--- src/rtl/ex_mem_stage_if.sv ---
`default_nettype none
// ============================================================================
// Module      : ex_mem_stage_if
// Description : Bundle of the signals crossing the execute stage. It carries
//               the ID/EX register contents into the stage and the EX/MEM
//               register contents out of it.
//                 slave  - the execute stage: reads the ID/EX bundle, drives
//                          the EX/MEM outputs.
//                 master - the environment: drives the ID/EX bundle, stall
//                          and flush, and observes the EX/MEM outputs.
//               Ports carried (ID/EX side): stall, flush, alu_data, rs, rt,
//               sign_extend_inp, rt_address, rd_address, regDest, jump,
//               branch, MemRead, MemtoReg, MemWrite, ALUSrc, RegWrite, ALUOp.
//               Ports carried (EX/MEM side): alu_result_out, store_data_out,
//               branch_target_out, write_reg_out, zero_out, overflow_out,
//               branch_taken_out, jump_out, MemRead_out, MemtoReg_out,
//               MemWrite_out, RegWrite_out.
// Revision    : 1.0 - initial release
// ============================================================================
interface ex_mem_stage_if #(
  parameter int DATA_W = 32,
  parameter int REG_AW = 5
);
  // Hazard-unit controls
  logic              stall;
  logic              flush;

  // ID/EX bundle
  logic [DATA_W-1:0] alu_data;
  logic [DATA_W-1:0] rs;
  logic [DATA_W-1:0] rt;
  logic [DATA_W-1:0] sign_extend_inp;
  logic [REG_AW-1:0] rt_address;
  logic [REG_AW-1:0] rd_address;
  logic              regDest;
  logic              jump;
  logic              branch;
  logic              MemRead;
  logic              MemtoReg;
  logic              MemWrite;
  logic              ALUSrc;
  logic              RegWrite;
  logic [1:0]        ALUOp;

  // EX/MEM bundle
  logic [DATA_W-1:0] alu_result_out;
  logic [DATA_W-1:0] store_data_out;
  logic [DATA_W-1:0] branch_target_out;
  logic [REG_AW-1:0] write_reg_out;
  logic              zero_out;
  logic              overflow_out;
  logic              branch_taken_out;
  logic              jump_out;
  logic              MemRead_out;
  logic              MemtoReg_out;
  logic              MemWrite_out;
  logic              RegWrite_out;

  modport slave (
    input  stall, flush,
    input  alu_data, rs, rt, sign_extend_inp, rt_address, rd_address,
    input  regDest, jump, branch, MemRead, MemtoReg, MemWrite, ALUSrc,
    input  RegWrite, ALUOp,
    output alu_result_out, store_data_out, branch_target_out, write_reg_out,
    output zero_out, overflow_out, branch_taken_out, jump_out, MemRead_out,
    output MemtoReg_out, MemWrite_out, RegWrite_out
  );

  modport master (
    output stall, flush,
    output alu_data, rs, rt, sign_extend_inp, rt_address, rd_address,
    output regDest, jump, branch, MemRead, MemtoReg, MemWrite, ALUSrc,
    output RegWrite, ALUOp,
    input  alu_result_out, store_data_out, branch_target_out, write_reg_out,
    input  zero_out, overflow_out, branch_taken_out, jump_out, MemRead_out,
    input  MemtoReg_out, MemWrite_out, RegWrite_out
  );
endinterface
`default_nettype wire

--- src/rtl/ex_mem_stage.sv ---
`default_nettype none
// ============================================================================
// Module      : ex_mem_stage
// Description : Execute stage plus EX/MEM pipeline register. Decodes the ALU
//               control from ALUOp/funct, runs the ALU, selects the
//               destination register, computes the branch target and
//               captures everything into EX/MEM one cycle later. Supports
//               hold (stall) and bubble insertion (flush, wins over stall).
//               Ports:
//                 clk   - rising-edge clock
//                 reset - asynchronous active-high clear of all state
//                 bus   - ex_mem_stage_if.slave: ID/EX bundle in, hazard
//                         controls in, EX/MEM bundle out
//               Only DATA_W = 32 is supported.
// Revision    : 1.0 - initial release
// ============================================================================
module ex_mem_stage #(
  parameter int DATA_W = 32,
  parameter int REG_AW = 5
) (
  input  wire logic           clk,
  input  wire logic           reset,
  ex_mem_stage_if.slave       bus
);

  // --------------------------------------------------------------------------
  // ALU operation encoding
  // --------------------------------------------------------------------------
  localparam logic [2:0] c_OP_ADD = 3'd0;
  localparam logic [2:0] c_OP_SUB = 3'd1;
  localparam logic [2:0] c_OP_AND = 3'd2;
  localparam logic [2:0] c_OP_OR  = 3'd3;
  localparam logic [2:0] c_OP_NOR = 3'd4;
  localparam logic [2:0] c_OP_SLT = 3'd5;

  localparam logic [5:0] c_FN_ADD = 6'h20;
  localparam logic [5:0] c_FN_SUB = 6'h22;
  localparam logic [5:0] c_FN_AND = 6'h24;
  localparam logic [5:0] c_FN_OR  = 6'h25;
  localparam logic [5:0] c_FN_NOR = 6'h27;
  localparam logic [5:0] c_FN_SLT = 6'h2A;

  localparam int c_MSB = DATA_W - 1;

  // --------------------------------------------------------------------------
  // Combinational execute datapath
  // --------------------------------------------------------------------------
  logic [5:0]        w_funct;
  logic [2:0]        w_op;
  logic [DATA_W-1:0] w_a;
  logic [DATA_W-1:0] w_b;
  logic [DATA_W-1:0] w_sum;
  logic [DATA_W-1:0] w_diff;
  logic              w_add_ovf;
  logic              w_sub_ovf;
  logic              w_slt;
  logic [DATA_W-1:0] w_result;
  logic              w_ovf;
  logic              w_zero;
  logic [DATA_W-1:0] w_branch_target;
  logic [REG_AW-1:0] w_write_reg;

  assign w_funct = bus.sign_extend_inp[5:0];
  assign w_a     = bus.rs;
  assign w_b     = bus.ALUSrc ? bus.sign_extend_inp : bus.rt;

  // ALU control decode
  always_comb begin
    w_op = c_OP_ADD;
    case (bus.ALUOp)
      2'b00: w_op = c_OP_ADD;
      2'b01: w_op = c_OP_SUB;
      2'b11: w_op = c_OP_OR;
      default: begin
        case (w_funct)
          c_FN_ADD: w_op = c_OP_ADD;
          c_FN_SUB: w_op = c_OP_SUB;
          c_FN_AND: w_op = c_OP_AND;
          c_FN_OR:  w_op = c_OP_OR;
          c_FN_NOR: w_op = c_OP_NOR;
          c_FN_SLT: w_op = c_OP_SLT;
          default:  w_op = c_OP_ADD;
        endcase
      end
    endcase
  end

  assign w_sum  = w_a + w_b;
  assign w_diff = w_a - w_b;

  // Signed overflow from the operand and result sign bits
  assign w_add_ovf = (w_a[c_MSB] == w_b[c_MSB]) && (w_sum[c_MSB]  != w_a[c_MSB]);
  assign w_sub_ovf = (w_a[c_MSB] != w_b[c_MSB]) && (w_diff[c_MSB] != w_a[c_MSB]);

  // Signed less-than reuses the subtractor: the true sign of (a - b) is the
  // wrapped sign bit corrected by the overflow flag.
  assign w_slt = w_diff[c_MSB] ^ w_sub_ovf;

  always_comb begin
    w_result = w_sum;
    w_ovf    = 1'b0;
    case (w_op)
      c_OP_ADD: begin
        w_result = w_sum;
        w_ovf    = w_add_ovf;
      end
      c_OP_SUB: begin
        w_result = w_diff;
        w_ovf    = w_sub_ovf;
      end
      c_OP_AND: w_result = w_a & w_b;
      c_OP_OR:  w_result = w_a | w_b;
      c_OP_NOR: w_result = ~(w_a | w_b);
      c_OP_SLT: w_result = {{(DATA_W-1){1'b0}}, w_slt};
      default: begin
        w_result = w_sum;
        w_ovf    = 1'b0;
      end
    endcase
  end

  assign w_zero = (w_result == '0);

  // Word offset to byte offset; the two bits shifted out at the top are lost
  assign w_branch_target = bus.alu_data + {bus.sign_extend_inp[DATA_W-3:0], 2'b00};

  assign w_write_reg = bus.regDest ? bus.rd_address : bus.rt_address;

  // --------------------------------------------------------------------------
  // EX/MEM pipeline register
  // --------------------------------------------------------------------------
  logic [DATA_W-1:0] r_alu_result;
  logic [DATA_W-1:0] r_store_data;
  logic [DATA_W-1:0] r_branch_target;
  logic [REG_AW-1:0] r_write_reg;
  logic              r_zero;
  logic              r_overflow;
  logic              r_branch_taken;
  logic              r_jump;
  logic              r_mem_read;
  logic              r_mem_to_reg;
  logic              r_mem_write;
  logic              r_reg_write;

  always_ff @(posedge clk or posedge reset) begin
    if (reset) begin
      r_alu_result    <= '0;
      r_store_data    <= '0;
      r_branch_target <= '0;
      r_write_reg     <= '0;
      r_zero          <= 1'b0;
      r_overflow      <= 1'b0;
      r_branch_taken  <= 1'b0;
      r_jump          <= 1'b0;
      r_mem_read      <= 1'b0;
      r_mem_to_reg    <= 1'b0;
      r_mem_write     <= 1'b0;
      r_reg_write     <= 1'b0;
    end else if (bus.flush) begin
      // Bubble: flush beats stall so a squashed instruction never lingers
      r_alu_result    <= '0;
      r_store_data    <= '0;
      r_branch_target <= '0;
      r_write_reg     <= '0;
      r_zero          <= 1'b0;
      r_overflow      <= 1'b0;
      r_branch_taken  <= 1'b0;
      r_jump          <= 1'b0;
      r_mem_read      <= 1'b0;
      r_mem_to_reg    <= 1'b0;
      r_mem_write     <= 1'b0;
      r_reg_write     <= 1'b0;
    end else if (!bus.stall) begin
      r_alu_result    <= w_result;
      r_store_data    <= bus.rt;
      r_branch_target <= w_branch_target;
      r_write_reg     <= w_write_reg;
      r_zero          <= w_zero;
      r_overflow      <= w_ovf;
      // Taken-ness comes from this instruction's own zero, not the held r_zero
      r_branch_taken  <= bus.branch & w_zero;
      r_jump          <= bus.jump;
      r_mem_read      <= bus.MemRead;
      r_mem_to_reg    <= bus.MemtoReg;
      r_mem_write     <= bus.MemWrite;
      r_reg_write     <= bus.RegWrite;
    end
  end

  assign bus.alu_result_out    = r_alu_result;
  assign bus.store_data_out    = r_store_data;
  assign bus.branch_target_out = r_branch_target;
  assign bus.write_reg_out     = r_write_reg;
  assign bus.zero_out          = r_zero;
  assign bus.overflow_out      = r_overflow;
  assign bus.branch_taken_out  = r_branch_taken;
  assign bus.jump_out          = r_jump;
  assign bus.MemRead_out       = r_mem_read;
  assign bus.MemtoReg_out      = r_mem_to_reg;
  assign bus.MemWrite_out      = r_mem_write;
  assign bus.RegWrite_out      = r_reg_write;

endmodule
`default_nettype wire

--- src/flat_wrapper.sv ---
// flat-port wrapper written by rule: the top's interface ports become plain ports
module ex_mem_stage_flat 
#(
  parameter int DATA_W = 32,
  parameter int REG_AW = 5
)
  (clk, reset, bus_stall, bus_flush, bus_alu_data, bus_rs, bus_rt, bus_sign_extend_inp, bus_rt_address, bus_rd_address, bus_regDest, bus_jump, bus_branch, bus_MemRead, bus_MemtoReg, bus_MemWrite, bus_ALUSrc, bus_RegWrite, bus_ALUOp, bus_alu_result_out, bus_store_data_out, bus_branch_target_out, bus_write_reg_out, bus_zero_out, bus_overflow_out, bus_branch_taken_out, bus_jump_out, bus_MemRead_out, bus_MemtoReg_out, bus_MemWrite_out, bus_RegWrite_out);
  ex_mem_stage_if #(.DATA_W(DATA_W), .REG_AW(REG_AW)) bus_i ();
  input  wire logic clk;
  input  wire logic reset;
  input wire logic [$bits(bus_i.stall)-1:0] bus_stall;
  input wire logic [$bits(bus_i.flush)-1:0] bus_flush;
  input wire logic [$bits(bus_i.alu_data)-1:0] bus_alu_data;
  input wire logic [$bits(bus_i.rs)-1:0] bus_rs;
  input wire logic [$bits(bus_i.rt)-1:0] bus_rt;
  input wire logic [$bits(bus_i.sign_extend_inp)-1:0] bus_sign_extend_inp;
  input wire logic [$bits(bus_i.rt_address)-1:0] bus_rt_address;
  input wire logic [$bits(bus_i.rd_address)-1:0] bus_rd_address;
  input wire logic [$bits(bus_i.regDest)-1:0] bus_regDest;
  input wire logic [$bits(bus_i.jump)-1:0] bus_jump;
  input wire logic [$bits(bus_i.branch)-1:0] bus_branch;
  input wire logic [$bits(bus_i.MemRead)-1:0] bus_MemRead;
  input wire logic [$bits(bus_i.MemtoReg)-1:0] bus_MemtoReg;
  input wire logic [$bits(bus_i.MemWrite)-1:0] bus_MemWrite;
  input wire logic [$bits(bus_i.ALUSrc)-1:0] bus_ALUSrc;
  input wire logic [$bits(bus_i.RegWrite)-1:0] bus_RegWrite;
  input wire logic [$bits(bus_i.ALUOp)-1:0] bus_ALUOp;
  output wire logic [$bits(bus_i.alu_result_out)-1:0] bus_alu_result_out;
  output wire logic [$bits(bus_i.store_data_out)-1:0] bus_store_data_out;
  output wire logic [$bits(bus_i.branch_target_out)-1:0] bus_branch_target_out;
  output wire logic [$bits(bus_i.write_reg_out)-1:0] bus_write_reg_out;
  output wire logic [$bits(bus_i.zero_out)-1:0] bus_zero_out;
  output wire logic [$bits(bus_i.overflow_out)-1:0] bus_overflow_out;
  output wire logic [$bits(bus_i.branch_taken_out)-1:0] bus_branch_taken_out;
  output wire logic [$bits(bus_i.jump_out)-1:0] bus_jump_out;
  output wire logic [$bits(bus_i.MemRead_out)-1:0] bus_MemRead_out;
  output wire logic [$bits(bus_i.MemtoReg_out)-1:0] bus_MemtoReg_out;
  output wire logic [$bits(bus_i.MemWrite_out)-1:0] bus_MemWrite_out;
  output wire logic [$bits(bus_i.RegWrite_out)-1:0] bus_RegWrite_out;
  assign bus_i.stall = bus_stall;
  assign bus_i.flush = bus_flush;
  assign bus_i.alu_data = bus_alu_data;
  assign bus_i.rs = bus_rs;
  assign bus_i.rt = bus_rt;
  assign bus_i.sign_extend_inp = bus_sign_extend_inp;
  assign bus_i.rt_address = bus_rt_address;
  assign bus_i.rd_address = bus_rd_address;
  assign bus_i.regDest = bus_regDest;
  assign bus_i.jump = bus_jump;
  assign bus_i.branch = bus_branch;
  assign bus_i.MemRead = bus_MemRead;
  assign bus_i.MemtoReg = bus_MemtoReg;
  assign bus_i.MemWrite = bus_MemWrite;
  assign bus_i.ALUSrc = bus_ALUSrc;
  assign bus_i.RegWrite = bus_RegWrite;
  assign bus_i.ALUOp = bus_ALUOp;
  assign bus_alu_result_out = bus_i.alu_result_out;
  assign bus_store_data_out = bus_i.store_data_out;
  assign bus_branch_target_out = bus_i.branch_target_out;
  assign bus_write_reg_out = bus_i.write_reg_out;
  assign bus_zero_out = bus_i.zero_out;
  assign bus_overflow_out = bus_i.overflow_out;
  assign bus_branch_taken_out = bus_i.branch_taken_out;
  assign bus_jump_out = bus_i.jump_out;
  assign bus_MemRead_out = bus_i.MemRead_out;
  assign bus_MemtoReg_out = bus_i.MemtoReg_out;
  assign bus_MemWrite_out = bus_i.MemWrite_out;
  assign bus_RegWrite_out = bus_i.RegWrite_out;
  ex_mem_stage #(.DATA_W(DATA_W), .REG_AW(REG_AW)) u_core (.clk(clk), .reset(reset), .bus(bus_i));
endmodule
--- config.mk ---
export PLATFORM = sky130hd
export DESIGN_NAME = ex_mem_stage_flat
export DESIGN_NICKNAME = d
export VERILOG_FILES = /design/src/rtl/ex_mem_stage_if.sv /design/src/rtl/ex_mem_stage.sv /design/src/flat_wrapper.sv
export SDC_FILE = /design/constraint.sdc
export NUM_CORES = 1
export LEC_CHECK = 0
export CAP_MARGIN = 0
export CORE_AREA = 2 2 210 212
export DETAILED_ROUTE_END_ITERATION = 7
export DIE_AREA = 0 0 212 214
export GPL_ROUTABILITY_DRIVEN = 0
export PLACE_DENSITY = 0.46
export SLEW_MARGIN = 30
export SYNTH_ARGS = -nofsm -noshare
export SYNTH_HDL_FRONTEND = slang
export SYNTH_SLANG_ARGS = --single-unit
--- constraint.sdc ---
create_clock -name clk -period 7.7 [get_ports clk]
set_clock_uncertainty 0.1 [all_clocks]
set_input_delay 1.54 -clock clk [delete_from_list [all_inputs] [get_ports clk]]
set_output_delay 1.54 -clock clk [all_outputs]
set_load 0.05 [all_outputs]
==> results of run 1 <==
## routing by layer
metal	GRT usage, %	up-vias	routed length [um]
met5	0	-	0
met4	6.71	0	1500
met3	4.53	68	2990
met2	37.2	389	24000
met1	26.6	5834	21100
li1	-	5874	-
## worst max-delay path, delay by kind of cell
family	cells	cell delay [ns]
AND/OR/NAND/NOR	9	1.97
AO/OA/AOI/OAI	7	1.70
adder cells (fa/ha/maj)	2	0.88
buffers and inverters	3	0.59
multiplexers	1	0.49
## layout make-up
cell class	count	area (um2)
fillers	4503	27400
multi-input cells	1205	8480
repair buffers	283	2780
flip-flops and latches	109	2730
well taps	585	732
inverters	116	438
clock buffers	9	225
clock inverters	7	58.8
## worst max-delay path by stage
stage                                        to  slack (ns)  depth (start not counted)
CTS                 u_core.bus.branch_taken_out        0.67                         24
floorplan           u_core.bus.branch_taken_out        1.38                         24
global route        u_core.bus.branch_taken_out        0.34                         24
detailed placement  u_core.bus.branch_taken_out        0.27                         24
global placement    u_core.bus.branch_taken_out        0.39                         24
finish              u_core.bus.branch_taken_out        0.66                         22
## logic make-up (layout without fill, tap and decap cells)
group	after synthesis	after routing	synth area share, %
xor+xnor	59	59	4.33
compound gates	461	461	26.8
buf+inv	187	415	6.19
fa+ha+maj	128	128	13.7
flops	109	109	22.9
mux	89	89	7.47
simple gates	468	468	18.6
## metrics by stage
stage	hold WS (ns)	instance area [um2]
floorplan	0.641	11900
global placement	0.374	15200
detailed placement	0.390	15200
CTS	0.410	15400
global route	0.426	15400
finish	0.412	15400
## power by group through the flow
stage	logic, mW	clock network [mW]	registers [mW]
finish	1.23	0.471	0.642
global route	1.33	0.512	0.649
CTS	1.23	0.493	0.643
detailed placement	1.23	0	0.653
global placement	1.23	0	0.652
floorplan	0.633	0	0.812
## cell usage in the layout (no fill, tap or decap), types with 8 or more instances in the layout
cell type / n
a2111oi_0: 8
a211oi_1: 23
a21o_1: 30
a21oi_1: 141
a221oi_1: 16
a22oi_1: 11
a31oi_1: 9
and2_1: 8
buf_4: 23
clkbuf_16: 9
clkdlybuf4s50_1: 257
dfrtp_1: 109
ha_1: 124
inv_1: 114
mux2i_1: 89
nand2_1: 93
nand2b_1: 27
nand3_1: 17
nor2_1: 203
nor2b_1: 19
nor3_1: 26
nor4_1: 12
o211ai_1: 12
o21a_1: 9
o21ai_0: 69
o21bai_1: 14
o221ai_1: 8
o311ai_0: 9
o31ai_1: 14
or2_2: 10
xnor2_1: 45
xor2_1: 14
## sequential cells by signal (all words and copies together), names as in the netlist
register	cells
u_core.bus.alu_result_out	32
u_core.bus.write_reg_out	5
u_core.bus.MemtoReg_out	1
u_core.bus.zero_out	1
u_core.bus.MemRead_out	1
u_core.bus.branch_taken_out	1
u_core.bus.jump_out	1
u_core.bus.store_data_out	32
u_core.bus.branch_target_out	32
u_core.bus.RegWrite_out	1
u_core.bus.overflow_out	1
u_core.bus.MemWrite_out	1
==> flow_metrics.tcl, run 1 <==
set metrics [dict create \
    clock_sinks 109 \
    hold_end "u_core.bus.zero_out" \
    reg2reg_slack_ns 6.76 \
    r2r_start "u_core.bus.alu_result_out[2]" \
    timing.final.ws_setup_ns 0.660 \
    max_stage_delay_ns 0.64 \
    cts_setup_buffers 0 \
    power_switching_mw 1.04 \
    wl_mm 49.6 \
    route.detailed.drc 0 \
    hold_violations 0 \
    clk_latency_ns 0.37 \
    dieArea_mm2 0.0454 \
    syn_inst 1501 \
    vdd_drop_max_uv 112 \
    dp_cells 2298 \
    hold_start "u_core.bus.zero_out" \
    rsz0062_at_grt "no" \
    critPathKind "input port to flip-flop" \
    boundaryPins 261 \
    p_int_mw 1.31 \
    utilization_pct 36.0 \
    synth_area_leaders "dfrtp_1 (23%), ha_1 (13%), mux2i_1 (7.5%), nor2_1 (6.4%), a21oi_1 (5.9%)" \
    clkTransAtPathRegs_ns 0.08 \
    cp.required_ns 7.90 \
    start_util_pct 27.8 \
    antenna_cells 0 \
    r2r_cells 3 \
    r2r-end "u_core.bus.alu_result_out[2]" \
    ys.flop_type "dfrtp_1" \
    ys_seq_elements 109 \
    ctsResizeCount 0 \
    crit_top_cell "nand4_1" \
    finalCritPeriodShare_pct 91.4 \
    die_y_um 214 \
    cp_slowest_cell "nor4_1" \
    synth_warnings 0 \
    grt_pass1_wl_mm 75.0 \
    avgSynthCellArea_um2 7.95 \
    cp_cell_sequence "buf_2 -> buf_12 -> mux2i_1 -> ha_1 -> nor4_1 -> nand2_1 -> o22ai_1 -> a211oi_1 -> inv_1 -> a21oi_1 -> nor2_1 -> nor2_1 -> fa_1 -> a32oi_1 -> o221ai_1 -> a2111oi_2 -> nand4_1 -> nor4b_2 -> nand4_1 -> nor4b_2 -> nand4_1 -> o21ai_1" \
    power_mw 2.34 \
    yosys.cell_count.top_type "nor2_1" \
    overflow 0 \
    ys_seq_area_share_pct 22.9 \
    core_area_mm2 0.0429 \
    root_buffer "clkbuf_16" \
    crit_fanout 27 \
    setup_viol 0 \
    area_growth_pct 29.5 \
    grt_max_degree 75 \
    maxSlewViolCount 0 \
    comb_power_share_pct 52.5 \
    cts_max_level 3 \
    pwr-share-clk_pct 20.1 \
    cts_buffers 9 \
    track_usage_pct 21.5 \
    nets 2004 \
    holdBufCountCts 0 \
    routedWlPerCell_um 21.4 \
    cts_tree "yes" \
    clock_path_buffers 2 \
    end_kind "flip-flop" \
    arrival_ns 7.24 \
    hold_path.class "flip-flop to flip-flop" \
    drv_cap 0 \
    grt_pass1_vias 12300 \
    die_x_um 212 \
    fin_tns_setup_ns 0 \
    yosysUniqueCellTypes 94 \
    synth_top_area_cell "dfrtp_1" \
    syn-cell-area_mm2 0.0119 \
    syn_nets 1781 \
    drive_gt1_share_pct 5.21 \
    synth.top_cell.area_share_pct 22.9 \
    viasPerCell 5.26 \
    start_kind "input port" \
    relSlewSlack_pct 32.6 \
    pre_cts_ws_ns 0.267 \
    powerDensity_mw_per_mm2 152 \
    synth_commonest_cells "nor2_1 (203), a21oi_1 (141), ha_1 (124), inv_1 (115), dfrtp_1 (109)" \
    leakage_nw 6.77 \
    worstHoldPathCells 2 \
    final_cells 2314 \
    synth_enable_flop_cells 0 \
    drtPass1Iterations 5 \
    grt_antenna_before_repair 0 \
    switching_share_pct 44.3 \
    status "completed" \
    drt_iter0_markers 831 \
    async_flop_share_pct 100 \
    fmax_ghz 0.142 \
    worst_pin_slew_ns 1.01 \
    min_period_ns 7.04 \
    num_rows 76 \
    seqPwrFrac_pct 27.4 \
    detail-route-antenna-nets 0 \
    via_count 12200 \
    hpwl_mm 39.3 \
    numPortBuffers 260 \
    cp-startpoint "bus_ALUSrc" \
]
Note: power is estimated with default switching activity, not from simulation.
==> run 2, diff against run 1 <==
==> constraint.sdc (replaced) <==
create_clock -name clk -period 9.1 [get_ports clk]
set_clock_uncertainty 0.1 [all_clocks]
set_input_delay 1.82 -clock clk [delete_from_list [all_inputs] [get_ports clk]]
set_output_delay 1.82 -clock clk [all_outputs]
set_load 0.05 [all_outputs]
==> run 2 against run 1 <==
Effect of this change:
- clock-buffer cell count stayed put
- die area stayed put
- critical path depth is 1 higher
- power is 16% lower
- combinational power is 16% lower
- clock power is 17% lower
- sequential power is 15% lower
- via count is 0.62% lower
- utilization is 0.21 points lower
- cell area is 0.58% lower
- sequential share of layout area is 0.10 points higher
- largest cell class unchanged
- highest routed layer unchanged
==> flow_metrics.tcl, run 2 (same netlist as run 1, synthesis figures left out) <==
set metrics [dict create \
    drv_cap 0 \
    crit_fanout 18 \
    via_count 12100 \
    cts_setup_buffers 0 \
    holdBufCountCts 0 \
    clock_sinks 109 \
    die_y_um 214 \
    track_usage_pct 21.7 \
    dp_cells 2287 \
    hold_path.class "flip-flop to flip-flop" \
    status "completed" \
    cts_tree "yes" \
    powerDensity_mw_per_mm2 128 \
    r2r_cells 3 \
    start_kind "input port" \
    clock_path_buffers 2 \
    root_buffer "clkbuf_16" \
    wl_mm 49.7 \
    relSlewSlack_pct 42.7 \
    fin_area_mm2 0.0154 \
    rsz0062_at_grt "no" \
    min_period_ns 7.43 \
    overflow 0 \
    grt_pass1_wl_mm 75.5 \
    grt_pass1_vias 12300 \
    fin_tns_setup_ns 0 \
    clkTransAtPathRegs_ns 0.08 \
    power_mw 1.97 \
    r2r_start "u_core.bus.alu_result_out[2]" \
    worst_pin_slew_ns 0.859 \
    numPortBuffers 260 \
    final_cell_mix "clkdlybuf4s50_1 (257), nor2_1 (203), a21oi_1 (141), ha_1 (124), inv_1 (114)" \
    hold_violations 0 \
    route.detailed.drc 0 \
    boundaryPins 261 \
    cp_cell_sequence "buf_2 -> mux2i_1 -> ha_1 -> nor2_1 -> o21ai_0 -> nand3_1 -> o211ai_2 -> o22ai_1 -> a211oi_1 -> inv_1 -> a21oi_1 -> nor2_1 -> nor2_1 -> fa_1 -> a32oi_1 -> o221ai_1 -> a2111oi_2 -> nand4_1 -> nor4b_2 -> nand4_1 -> nor4b_2 -> nand4_1 -> o21ai_1" \
    grt_max_degree 73 \
    end_kind "flip-flop" \
    hold_end "u_core.bus.branch_taken_out" \
    final_cells 2303 \
    num_rows 76 \
    cts_buffers 9 \
    routedWlPerCell_um 21.6 \
    core_area_mm2 0.0429 \
    antenna_cells 0 \
    drive_gt1_share_pct 4.66 \
    placedInstanceArea_mm2 0.0151 \
    viasPerCell 5.25 \
    worstHoldPathCells 2 \
    critical_path.top_delay_family "compound AO/OA/AOI/OAI gates" \
    grt_antenna_before_repair 0 \
    start_util_pct 27.8 \
    multi_input_area_mm2 0.00848 \
    hpwl_mm 39.6 \
    drtPass1Iterations 6 \
    critPathBufInv 2 \
    regArea_mm2 0.00273 \
    max_stage_delay_ns 0.68 \
    critPathKind "input port to flip-flop" \
    detail-route-antenna-nets 0 \
    final_common_cell "clkdlybuf4s50_1" \
    die_x_um 212 \
    cp.required_ns 9.30 \
    cts_max_level 3 \
    setup_viol 0 \
    fmax_ghz 0.135 \
    area_growth_pct 28.7 \
    finalCritPeriodShare_pct 81.6 \
    fin_hold_ws_ns 0.399 \
    drt_iter0_markers 813 \
    r2r-end "u_core.bus.alu_result_out[2]" \
    leakage_nw 6.70 \
    nFillCells 4512 \
    maxSlewViolCount 0 \
    nets 1993 \
    arrival_ns 7.63 \
    vdd_drop_max_uv 94.2 \
    hold_start "u_core.bus.branch_taken_out" \
    reg2reg_slack_ns 8.12 \
    cp_slowest_cell "mux2i_1" \
    dieArea_mm2 0.0454 \
    clk_latency_ns 0.37 \
    ctsResizeCount 0 \
]
-- run 2: layer usage --
metal | wire [um] | share of wire, % | global-route usage (%)
met4 | 1470 | 3.0 | 6.55
met3 | 2970 | 6.0 | 4.54
met1 | 21000 | 42 | 26.8
met2 | 24300 | 49 | 37.8
met5 | 0 | 0 | 0
-- run 2: how the worst max path moves through the flow --
stage                    start                           to  cells after the start
floorplan           bus_ALUSrc  u_core.bus.branch_taken_out                     24
global placement    bus_ALUSrc  u_core.bus.branch_taken_out                     23
detailed placement  bus_ALUSrc  u_core.bus.branch_taken_out                     23
CTS                 bus_ALUSrc  u_core.bus.branch_taken_out                     23
global route        bus_ALUSrc  u_core.bus.branch_taken_out                     23
finish              bus_ALUSrc  u_core.bus.branch_taken_out                     23
-- run 2: per-stage QoR --
step	utilization [%]	setup slack, ns
CTS	35.8	1.77
global placement	35.1	1.46
finish	35.8	1.67
detailed placement	35.1	1.37
floorplan	-	2.50
global route	35.8	1.28
-- run 2: report_power, final --
part | switching, mW | internal [mW] | total (mW)
Combinational | 0.647 | 0.387 | 1.03
Clock | 0.203 | 0.189 | 0.392
Sequential | 0.0215 | 0.522 | 0.544
Total | 0.871 | 1.10 | 1.97
-- run 2: final cells by class --
cell class              instances  share of cell area [%]
inverters                     116                    2.85
multi-input cells            1205                    55.2
clock buffers                   9                    1.47
flip-flops and latches        109                    17.8
repair buffers                272                    17.5
well taps                     585                    4.77
clock inverters                 7                   0.383
-- run 2: worst register-to-register path, delay by kind of cell (launching register included) --
family          cells  cell delay, ns
compound gates      1            0.14
simple gates        2            0.21
flops               1            0.39
==> run 3, diff against run 2 <==
==> constraint.sdc (replaced) <==
create_clock -name clk -period 7.4 [get_ports clk]
set_clock_uncertainty 0.1 [all_clocks]
set_input_delay 1.48 -clock clk [delete_from_list [all_inputs] [get_ports clk]]
set_output_delay 1.48 -clock clk [all_outputs]
set_load 0.05 [all_outputs]
==> run 3 against run 2 <==
Effect of this change:
- largest cell class unchanged
- first-iteration DRC count up 9.8%
- critical path type unchanged
- clock power up 31%
- cell area up 0.90%
- worst hold slack worse by 0.011 ns
- register-to-register slack worse by 1.7 ns
- clock-buffer cell count unchanged
==> flow_metrics.tcl, run 3 (same netlist as run 1, synthesis figures left out) <==
set metrics [dict create \
    drt_iter0_markers 893 \
    fin_tns_setup_ns 0 \
    finalCritPeriodShare_pct 88.8 \
    drv_cap 0 \
    grt_pass1_wl_mm 74.1 \
    ctsResizeCount 0 \
    cp.required_ns 7.60 \
    powerDensity_mw_per_mm2 159 \
    clkTransAtPathRegs_ns 0.07 \
    area_growth_pct 29.9 \
    die_x_um 212 \
    clk_latency_ns 0.37 \
    fin_hold_ws_ns 0.389 \
    final_cell_mix "clkdlybuf4s50_1 (256), nor2_1 (203), a21oi_1 (141), ha_1 (124), inv_1 (114)" \
    numPortBuffers 260 \
    cts_setup_buffers 0 \
    detail-route-antenna-nets 0 \
    hold_path.class "flip-flop to flip-flop" \
    track_usage_pct 21.3 \
    maxSlewViolCount 0 \
    viasPerCell 5.22 \
    holdBufCountCts 0 \
    start_util_pct 27.8 \
    critical_path.top_delay_family "compound AO/OA/AOI/OAI gates" \
    via_count 12100 \
    grt_pass1_vias 12100 \
    cts_max_level 3 \
    grt_antenna_before_repair 2 \
    cp_slowest_cell "clkdlybuf4s50_1" \
    cts_buffers 9 \
    end_kind "flip-flop" \
    die_y_um 214 \
    boundaryPins 261 \
    critPathBufInv 2 \
    wl_mm 49.0 \
    num_rows 76 \
    overflow 0 \
    max_stage_delay_ns 0.50 \
    cp_cell_sequence "clkdlybuf4s50_1 -> mux2i_1 -> ha_1 -> nor3_1 -> a221o_1 -> o211a_2 -> o211ai_2 -> o22ai_1 -> a211oi_1 -> inv_1 -> a21oi_1 -> nor2_1 -> nor2_1 -> fa_1 -> a32oi_1 -> o221ai_1 -> a2111oi_2 -> nand4_1 -> nor4b_2 -> nand4_1 -> nor4b_2 -> nand4_1 -> o21ai_1" \
    cp-startpoint "bus_sign_extend_inp[4]" \
    start_kind "input port" \
    routedWlPerCell_um 21.1 \
    clock_path_buffers 2 \
    vdd_drop_max_uv 115 \
    drive_gt1_share_pct 5.54 \
    min_period_ns 6.57 \
    hold_violations 0 \
    grt_max_degree 74 \
    hold_start "u_core.bus.zero_out" \
    critPathKind "input port to flip-flop" \
    r2r_start "u_core.bus.alu_result_out[2]" \
    cts_tree "yes" \
    worst_pin_slew_ns 0.951 \
    nFillCells 4548 \
    final_common_cell "clkdlybuf4s50_1" \
    crit_top_cell "nand4_1" \
    status "completed" \
    clock_sinks 109 \
    core_area_mm2 0.0429 \
    dieArea_mm2 0.0454 \
    drtPass1Iterations 6 \
    root_buffer "clkbuf_16" \
    crit_fanout 8 \
    hpwl_mm 39.3 \
    setup_viol 0 \
    leakage_nw 6.80 \
    route.detailed.drc 0 \
    relSlewSlack_pct 36.6 \
    nets 2008 \
    rsz0062_at_grt "no" \
    arrival_ns 6.76 \
    fmax_ghz 0.152 \
]
## run 3: worst register-to-register path: cells and delay by family (launching register included)
family / cells / cell delay, ns
compound gates: 1 / 0.14
flops: 1 / 0.38
simple gates: 2 / 0.19
## run 3: layout make-up
| class | instances | area, um2 | share of cell area, % |
|---|---|---|---|
| multi-input cells | 1205 | 8480 | 54.8 |
| repair buffers | 287 | 2810 | 18.1 |
| flip-flops and latches | 109 | 2730 | 17.6 |
| well taps | 585 | 732 | 4.72 |
| inverters | 116 | 438 | 2.83 |
| clock buffers | 9 | 225 | 1.45 |
| clock inverters | 7 | 75.1 | 0.485 |
| diodes | 1 | 2.50 | 0.0162 |
## run 3: through the flow
step | util (%) | total power, mW | area, um2 | cells | worst slack [ns]
global route | 36.1 | 2.61 | 15500 | 2318 | 0.347
global placement | 35.4 | 1.95 | 15200 | 2302 | 0.623
CTS | 36.1 | 2.49 | 15500 | 2318 | 0.881
finish | 36.1 | 2.46 | 15500 | 2319 | 0.832
detailed placement | 35.4 | 1.95 | 15200 | 2302 | 0.487
floorplan | - | 1.50 | 11900 | 1501 | 1.14
## run 3: report_power, final
| part | leakage, nW | internal, mW | total [mW] | switching [mW] |
|---|---|---|---|---|
| sequential | 1.45 | 0.642 | 0.668 | 0.0265 |
| combinational | 5.20 | 0.486 | 1.28 | 0.795 |
| clock | 0.150 | 0.265 | 0.513 | 0.249 |
## run 3: path summary, 6_finish.rpt
check / end / slack [ns] / depth (start not counted)
max in group asynchronous: u_core.bus.store_data_out[24] / 4.72 / 3
max: u_core.bus.branch_taken_out / 0.83 / 23
min reg2reg: u_core.bus.zero_out / 0.39 / 2
min in group asynchronous: u_core.bus.branch_target_out[0] / 1.42 / 2
max reg2reg: u_core.bus.alu_result_out[2] / 6.45 / 3
min: u_core.bus.zero_out / 0.39 / 2
## run 3: routing by layer
layer,vias up,GRT usage [%],part of all wire (%)
met5,-,0,0.022
met4,2,5.66,2.6
met3,56,4.62,6.7
met2,375,36.9,48
met1,5777,26.5,42
li1,5884,-,-
